**src/rtl/router_rr_arbiter.sv**
```systemverilog
// rtl/router_rr_arbiter.sv - round-robin arbiter draining NUM_PORTS fall-through FIFOs into one registered flit stage
// Optional per-port grant counters (grant_cnt port) are built when ROUTER_ARB_GRANT_CNT_EN is defined.
module router_rr_arbiter #(
  parameter int WIRE_NUM  = 29,
  parameter int NUM_PORTS = 4
) (
  input  logic                          clk,
  input  logic                          rst_n,
  input  logic [NUM_PORTS*WIRE_NUM-1:0] fifo_dataout,
  input  logic [NUM_PORTS-1:0]          fifo_empty,
  output logic [NUM_PORTS-1:0]          fifo_read,
  input  logic                          out_ready,
  output logic                          out_valid,
  output logic [WIRE_NUM-1:0]           out_data,
  output logic [$clog2(NUM_PORTS)-1:0]  out_src
`ifdef ROUTER_ARB_GRANT_CNT_EN
  ,
  output logic [NUM_PORTS*16-1:0]       grant_cnt
`endif
);

  localparam int SRC_W = $clog2(NUM_PORTS);
  localparam int IDX_W = SRC_W + 1;

  typedef enum logic {
    ST_EMPTY = 1'b0,
    ST_HOLD  = 1'b1
  } state_t;

  state_t              state;
  state_t              state_nxt;
  logic [SRC_W-1:0]    last_grant;
  logic [SRC_W-1:0]    start_idx;
  logic [SRC_W-1:0]    grant_idx;
  logic [IDX_W-1:0]    cand;
  logic                grant_found;
  logic                load_en;
  logic                grant_en;
  logic [WIRE_NUM-1:0] grant_data;

  always_ff @(posedge clk or negedge rst_n) begin
    if (!rst_n) begin
      state <= ST_EMPTY;
    end else begin
      state <= state_nxt;
    end
  end

  // Search starts one past the last winner; the extra index bit lets the
  // wrap be a single subtract, which stays correct for non-power-of-two counts.
  always_comb begin
    start_idx   = (last_grant == SRC_W'(NUM_PORTS - 1)) ? '0 : last_grant + SRC_W'(1);
    grant_found = 1'b0;
    grant_idx   = '0;
    cand        = '0;
    for (int i = 0; i < NUM_PORTS; i++) begin
      cand = IDX_W'(start_idx) + IDX_W'(i);
      if (cand >= IDX_W'(NUM_PORTS)) begin
        cand = cand - IDX_W'(NUM_PORTS);
      end
      if (!grant_found && !fifo_empty[cand[SRC_W-1:0]]) begin
        grant_found = 1'b1;
        grant_idx   = cand[SRC_W-1:0];
      end
    end
  end

  always_comb begin
    load_en   = (state == ST_EMPTY) || ((state == ST_HOLD) && out_ready);
    state_nxt = state;
    if (load_en) begin
      state_nxt = grant_found ? ST_HOLD : ST_EMPTY;
    end
  end

  // Read strobe is gated by rst_n so nothing is popped while reset is held.
  always_comb begin
    grant_en  = rst_n && load_en && grant_found;
    fifo_read = '0;
    for (int p = 0; p < NUM_PORTS; p++) begin
      if (grant_en && (grant_idx == SRC_W'(p))) begin
        fifo_read[p] = 1'b1;
      end
    end
    out_valid = (state == ST_HOLD);
  end

  always_comb begin
    grant_data = '0;
    for (int p = 0; p < NUM_PORTS; p++) begin
      if (grant_idx == SRC_W'(p)) begin
        grant_data = fifo_dataout[p*WIRE_NUM +: WIRE_NUM];
      end
    end
  end

  always_ff @(posedge clk or negedge rst_n) begin
    if (!rst_n) begin
      out_data   <= '0;
      out_src    <= '0;
      last_grant <= SRC_W'(NUM_PORTS - 1);
    end else if (grant_en) begin
      out_data   <= grant_data;
      out_src    <= grant_idx;
      last_grant <= grant_idx;
    end
  end

`ifdef ROUTER_ARB_GRANT_CNT_EN
  for (genvar p = 0; p < NUM_PORTS; p++) begin : g_cnt
    always_ff @(posedge clk or negedge rst_n) begin
      if (!rst_n) begin
        grant_cnt[p*16 +: 16] <= '0;
      end else if (fifo_read[p]) begin
        grant_cnt[p*16 +: 16] <= grant_cnt[p*16 +: 16] + 16'd1;
      end
    end
  end
`endif

endmodule

```
**config.mk**
```make
export PLATFORM = sky130hd
export DESIGN_NAME = router_rr_arbiter
export DESIGN_NICKNAME = d
export VERILOG_FILES = /design/src/rtl/router_rr_arbiter.sv
export SDC_FILE = /design/constraint.sdc
export NUM_CORES = 1
export LEC_CHECK = 0
export ABC_AREA = 1
export CAP_MARGIN = 10
export CORE_MARGIN = 2
export CORE_UTILIZATION = 39
export DETAILED_ROUTE_END_ITERATION = 10
export GPL_TIMING_DRIVEN = 1
export MAX_ROUTING_LAYER = met4
export PLACE_DENSITY = 0.93
export RECOVER_POWER = 25
export REMOVE_ABC_BUFFERS = 1
export SYNTH_ARGS = -nofsm -noshare
export SYNTH_HDL_FRONTEND = slang
export SYNTH_SLANG_ARGS = --single-unit
```
**constraint.sdc**
```tcl
create_clock -name clk -period 3.4 [get_ports clk]
set_clock_uncertainty 0.05 [all_clocks]
set_input_delay 0.34 -clock clk [delete_from_list [all_inputs] [get_ports clk]]
set_output_delay 0.34 -clock clk [all_outputs]
set_load 0.02 [all_outputs]
```
==> results of run 1 <==
## worst paths after layout
kind	cells after the start	end	slack, ps
max in group asynchronous	2	out_data[3]$_DFFE_PN0N_	1550
worst max-delay path	11	fifo_read[2]	160
worst min-delay path	2	out_data[6]$_DFFE_PN0N_	430
min in group asynchronous	2	out_valid$_DFFE_PN0N_	630
worst min register to register	2	out_data[6]$_DFFE_PN0N_	430
worst max register to register	15	out_data[0]$_DFFE_PN0N_	380
## layer usage
metal | part of all wire, % | global-route usage, % | vias up
li1 | - | - | 1746
met5 | 0 | - | -
met4 | 3.2 | 10.6 | 0
met1 | 38 | 27.3 | 1608
met3 | 7.7 | 4.76 | 29
met2 | 51 | 45.0 | 157
## timing repair
action,CTS,global route
pin swaps,0,1
endpoints found under the hold margin,0,0
resized for setup,6,1
setup endpoints to repair,4,23
buffers inserted,0,3
## metrics by stage
stage                     util [%]  total power [mW]  hold slack, ps
after floorplan                  -              3.38           -5.59
after global placement        64.4              4.89             361
after detailed placement      64.4              5.06             374
after CTS                     65.8              5.42            58.8
after global routing          66.2              6.03             445
final                         66.2              5.54             434
## kinds of logic (layout without fill, tap and decap cells)
logic type                 Yosys count  after routing  synth area share, %
and+or+nand+nor                    282            282                 45.3
adders and majority gates            3              3                 1.34
buffers and inverters               78            235                 13.7
DFF                                 34             34                 30.5
AOI/OAI and AO/OA                   51             51                 9.13
## cells in the mapped netlist, types with 2 or more instances
cell      instances
clkbuf_1          6
nand3_1          64
a21oi_1          10
nand2_1         155
buf_4             3
nor2_2            2
inv_2             2
nand4_1          15
nand3_2           7
dfstp_2           2
dfrtp_1          32
o21ai_1          11
nor2_4            2
nor2_1           27
buf_6             9
nand3b_1          2
nand2_2           5
buf_2             9
ha_1              3
o21ai_0          30
inv_1            47
## cell type report
class	instances	area [um^2]
flip-flops and latches	34	853
inverters	49	184
multi-input cells	336	1580
well taps	96	120
fillers	579	2320
repair buffers	178	1720
clock buffers	7	86.3
clock inverters	1	5.00
## registers in the layout, summed over array words and instances (netlist names)
register,flops
last_grant,2
out_src,2
out_data,29
out_valid,1
## power by group through the flow
stage / Clock [mW] / Sequential (mW) / Combinational (mW)
after global routing: 0.337 / 0.739 / 4.95
after global placement: 0 / 0.710 / 4.18
after CTS: 0.324 / 0.717 / 4.38
final: 0.327 / 0.715 / 4.49
after floorplan: 0 / 0.947 / 2.43
after detailed placement: 0 / 0.722 / 4.33
## worst max-delay path: cells and delay by family, from the launching register on
| kind | cells | cell delay [ps] |
|---|---|---|
| adders and majority gates | 1 | 420 |
| and+or+nand+nor | 7 | 980 |
| buffers and inverters | 3 | 580 |
| DFF | 1 | 550 |
==> results_tabular.tex, run 1 <==
\begin{tabular}{lr}
\hline
Metric & Value \\
\hline
\multicolumn{2}{l}{\textbf{Hold path}} \\
Worst min-delay path startpoint & out\_data[6]\$\_DFFE\_PN0N\_ \\
Min-delay worst type & reg2reg \\
\multicolumn{2}{l}{\textbf{Place}} \\
HPWL after DPL & 7.41 mm \\
Placer's final routability congestion estimate & 0.855 \\
Area post-placement & 4420 um\^{}2 \\
Cells after DPL & approximately 700 \\
Pre-CTS setup slack & 100 ps \\
Buffers on Ports & 158 \\
\multicolumn{2}{l}{\textbf{Route}} \\
Number of iterations in the first detailed-routing pass & 5 \\
Iter 0 DRT Violations & 261 \\
Routed vias/inst & between 5 and 6 \\
WL final & 9.91 mm \\
Final antenna-violating net count & 0 \\
Drc violations & 0 \\
Via count & 3540 \\
Average routed wire per standard cell & 14.1 um \\
\multicolumn{2}{l}{\textbf{Setup path}} \\
Worst path max stage delay & 550 ps \\
Launching point of the worst reg2reg path & last\_grant[0]\$\_DFFE\_PN1N\_ \\
WP data arrival & about 2900 ps \\
Startpoint-to-endpoint class of the critical path & reg2out \\
Crit path max fanout & 17 \\
Slowest stage cell on the critical path & dfstp\_2 \\
Cells along the critical path & inv\_2, ha\_1, inv\_1, nand3\_2, nand2\_2, nor2\_4, nand3b\_1, nand3\_4, nand2\_1, nor2\_1, dlygate4sd2\_1 \\
Sort of element at the end of the critical path & output pin \\
Startpoint types & flop \\
Start point of the critical path & last\_grant[0]\$\_DFFE\_PN1N\_ \\
Critical path data required time & 3010 ps \\
\multicolumn{2}{l}{\textbf{Cells and area}} \\
Filler-free cell count of the finished design & approximately 700 \\
\# nets final & 730 \\
Final instance area & 4540 um\^{}2 \\
Fraction of final layout cells with drive strength greater than 1 & under 10\% \\
Layout overhead on the synthesized area & 62.5\% \\
Most common cell after layout, fill and taps aside & nand2\_1 \\
Most used cells in the layout excluding fill and tap cells & nand2\_1, clkdlybuf4s50\_1, nand3\_1 \\
Antenna cell count & 0 \\
\multicolumn{2}{l}{\textbf{Clock network}} \\
TritonCTS Buffers & 5 \\
CTS sink count & 34 \\
Cell chosen for the clock root & clkbuf\_8 \\
Clock edge transition at the registers on the reported setup and hold paths & 80 ps \\
Post-cts hold buffer count & 0 \\
Worst-skew pair later-pin latency & 300 ps \\
Number of buffers on the longest clock path & 2 \\
Clock tree from TritonCTS & done \\
H-tree lvl count & 2 \\
\multicolumn{2}{l}{\textbf{Power and ir drop}} \\
Part of the total power dissipated in the clock network & 5.9\% \\
P\_sw & 3.08 mW \\
Leakage dissipation & 2.24 nW \\
Logic pwr share & 81.2\% \\
Share of power burned in registers & 12.9\% \\
Internal Pwr Total & 2.46 mW \\
Areal power density over the cells & approximately 1200 nW/um\^{}2 \\
Worst VDD drop & between 0.6 and 0.7 mV \\
Switching portion of total power & 55.6\% \\
\multicolumn{2}{l}{\textbf{Synth}} \\
Count of flip-flops with a built-in enable after synthesis & 0 \\
Netlist Area Pre-Place & between 2000 and 3000 um\^{}2 \\
Number of instances in the synthesized netlist & 448 \\
Synth warnings & 0 \\
Cell type contributing the most total cell area after synthesis & dfrtp\_1 \\
Most area-consuming cells after synthesis & dfrtp\_1, nand2\_1, nand3\_1, inv\_1, o21ai\_0 \\
Most instantiated flip-flop cell in the synthesis netlist & dfrtp\_1 \\
\#FFs+latches synth & 34 \\
Average instance area after synthesis & 6.24 um\^{}2 \\
Portion of synthesized cell area occupied by the leading cell type & 28.6\% \\
Async set-reset flop share out of synthesis & 100\% \\
Portion of the post-synthesis area used by sequential elements & between 30 and 40\% \\
Cell variety after synth & 26 \\
\multicolumn{2}{l}{\textbf{Timing}} \\
Final Hold Violating Endpoints & 0 \\
Slack of the critical path & 157 ps \\
Worst max-slew margin expressed relative to the limit & -28.2\% \\
Max-slew violation total from the final report & 35 \\
Slew @ Worst Pin & 1920 ps \\
Setup violations, final & 0 \\
Unrepaired setup endpoints after global routing & yes \\
Max Freq & 308 MHz \\
Tcrit/Tclk final & 95.4\% \\
Final worst path period need & 3240 ps \\
Sum of negative setup slack & 0 ps \\
\multicolumn{2}{l}{\textbf{Die}} \\
Initial Utilization & between 40\% and 50\% \\
Io pins & around 160 \\
Die W & 88.7 um \\
Area of the core & 6870 um\^{}2 \\
Die H & 88.7 um \\
Full die area & 7860 um\^{}2 \\
Number of rows in the core area & 30 \\
\multicolumn{2}{l}{\textbf{Global routing}} \\
Largest net degree at the start of global routing & 38 \\
Aggregate global-route resource usage & 25.3\% \\
Global-route wire length before repair & between 15 and 20 mm \\
Number of antenna violations at the first check in global routing & 0 \\
Grt ovf & 0 \\
Vias in the first global route & about 3.3k \\
\multicolumn{2}{l}{\textbf{Run status}} \\
Failing checks & capacitance limit, slew limit \\
Run status & complete, but fails checks \\
\multicolumn{2}{l}{\textbf{Run}} \\
Number of max-cap violations & 1 \\
\hline
\end{tabular}
(Power assumes the default switching activity.)
==> inputs of run 2 (changes only) <==
--- a/config.mk
+++ b/config.mk
@@ -15,6 +15,7 @@
 export PLACE_DENSITY = 0.93
 export RECOVER_POWER = 25
 export REMOVE_ABC_BUFFERS = 1
+export SLEW_MARGIN = 20
 export SYNTH_ARGS = -nofsm -noshare
 export SYNTH_HDL_FRONTEND = slang
 export SYNTH_SLANG_ARGS = --single-unit
==> results of run 2 <==
Same layout as run 1: the final DEF is identical, and so are final timing and power.
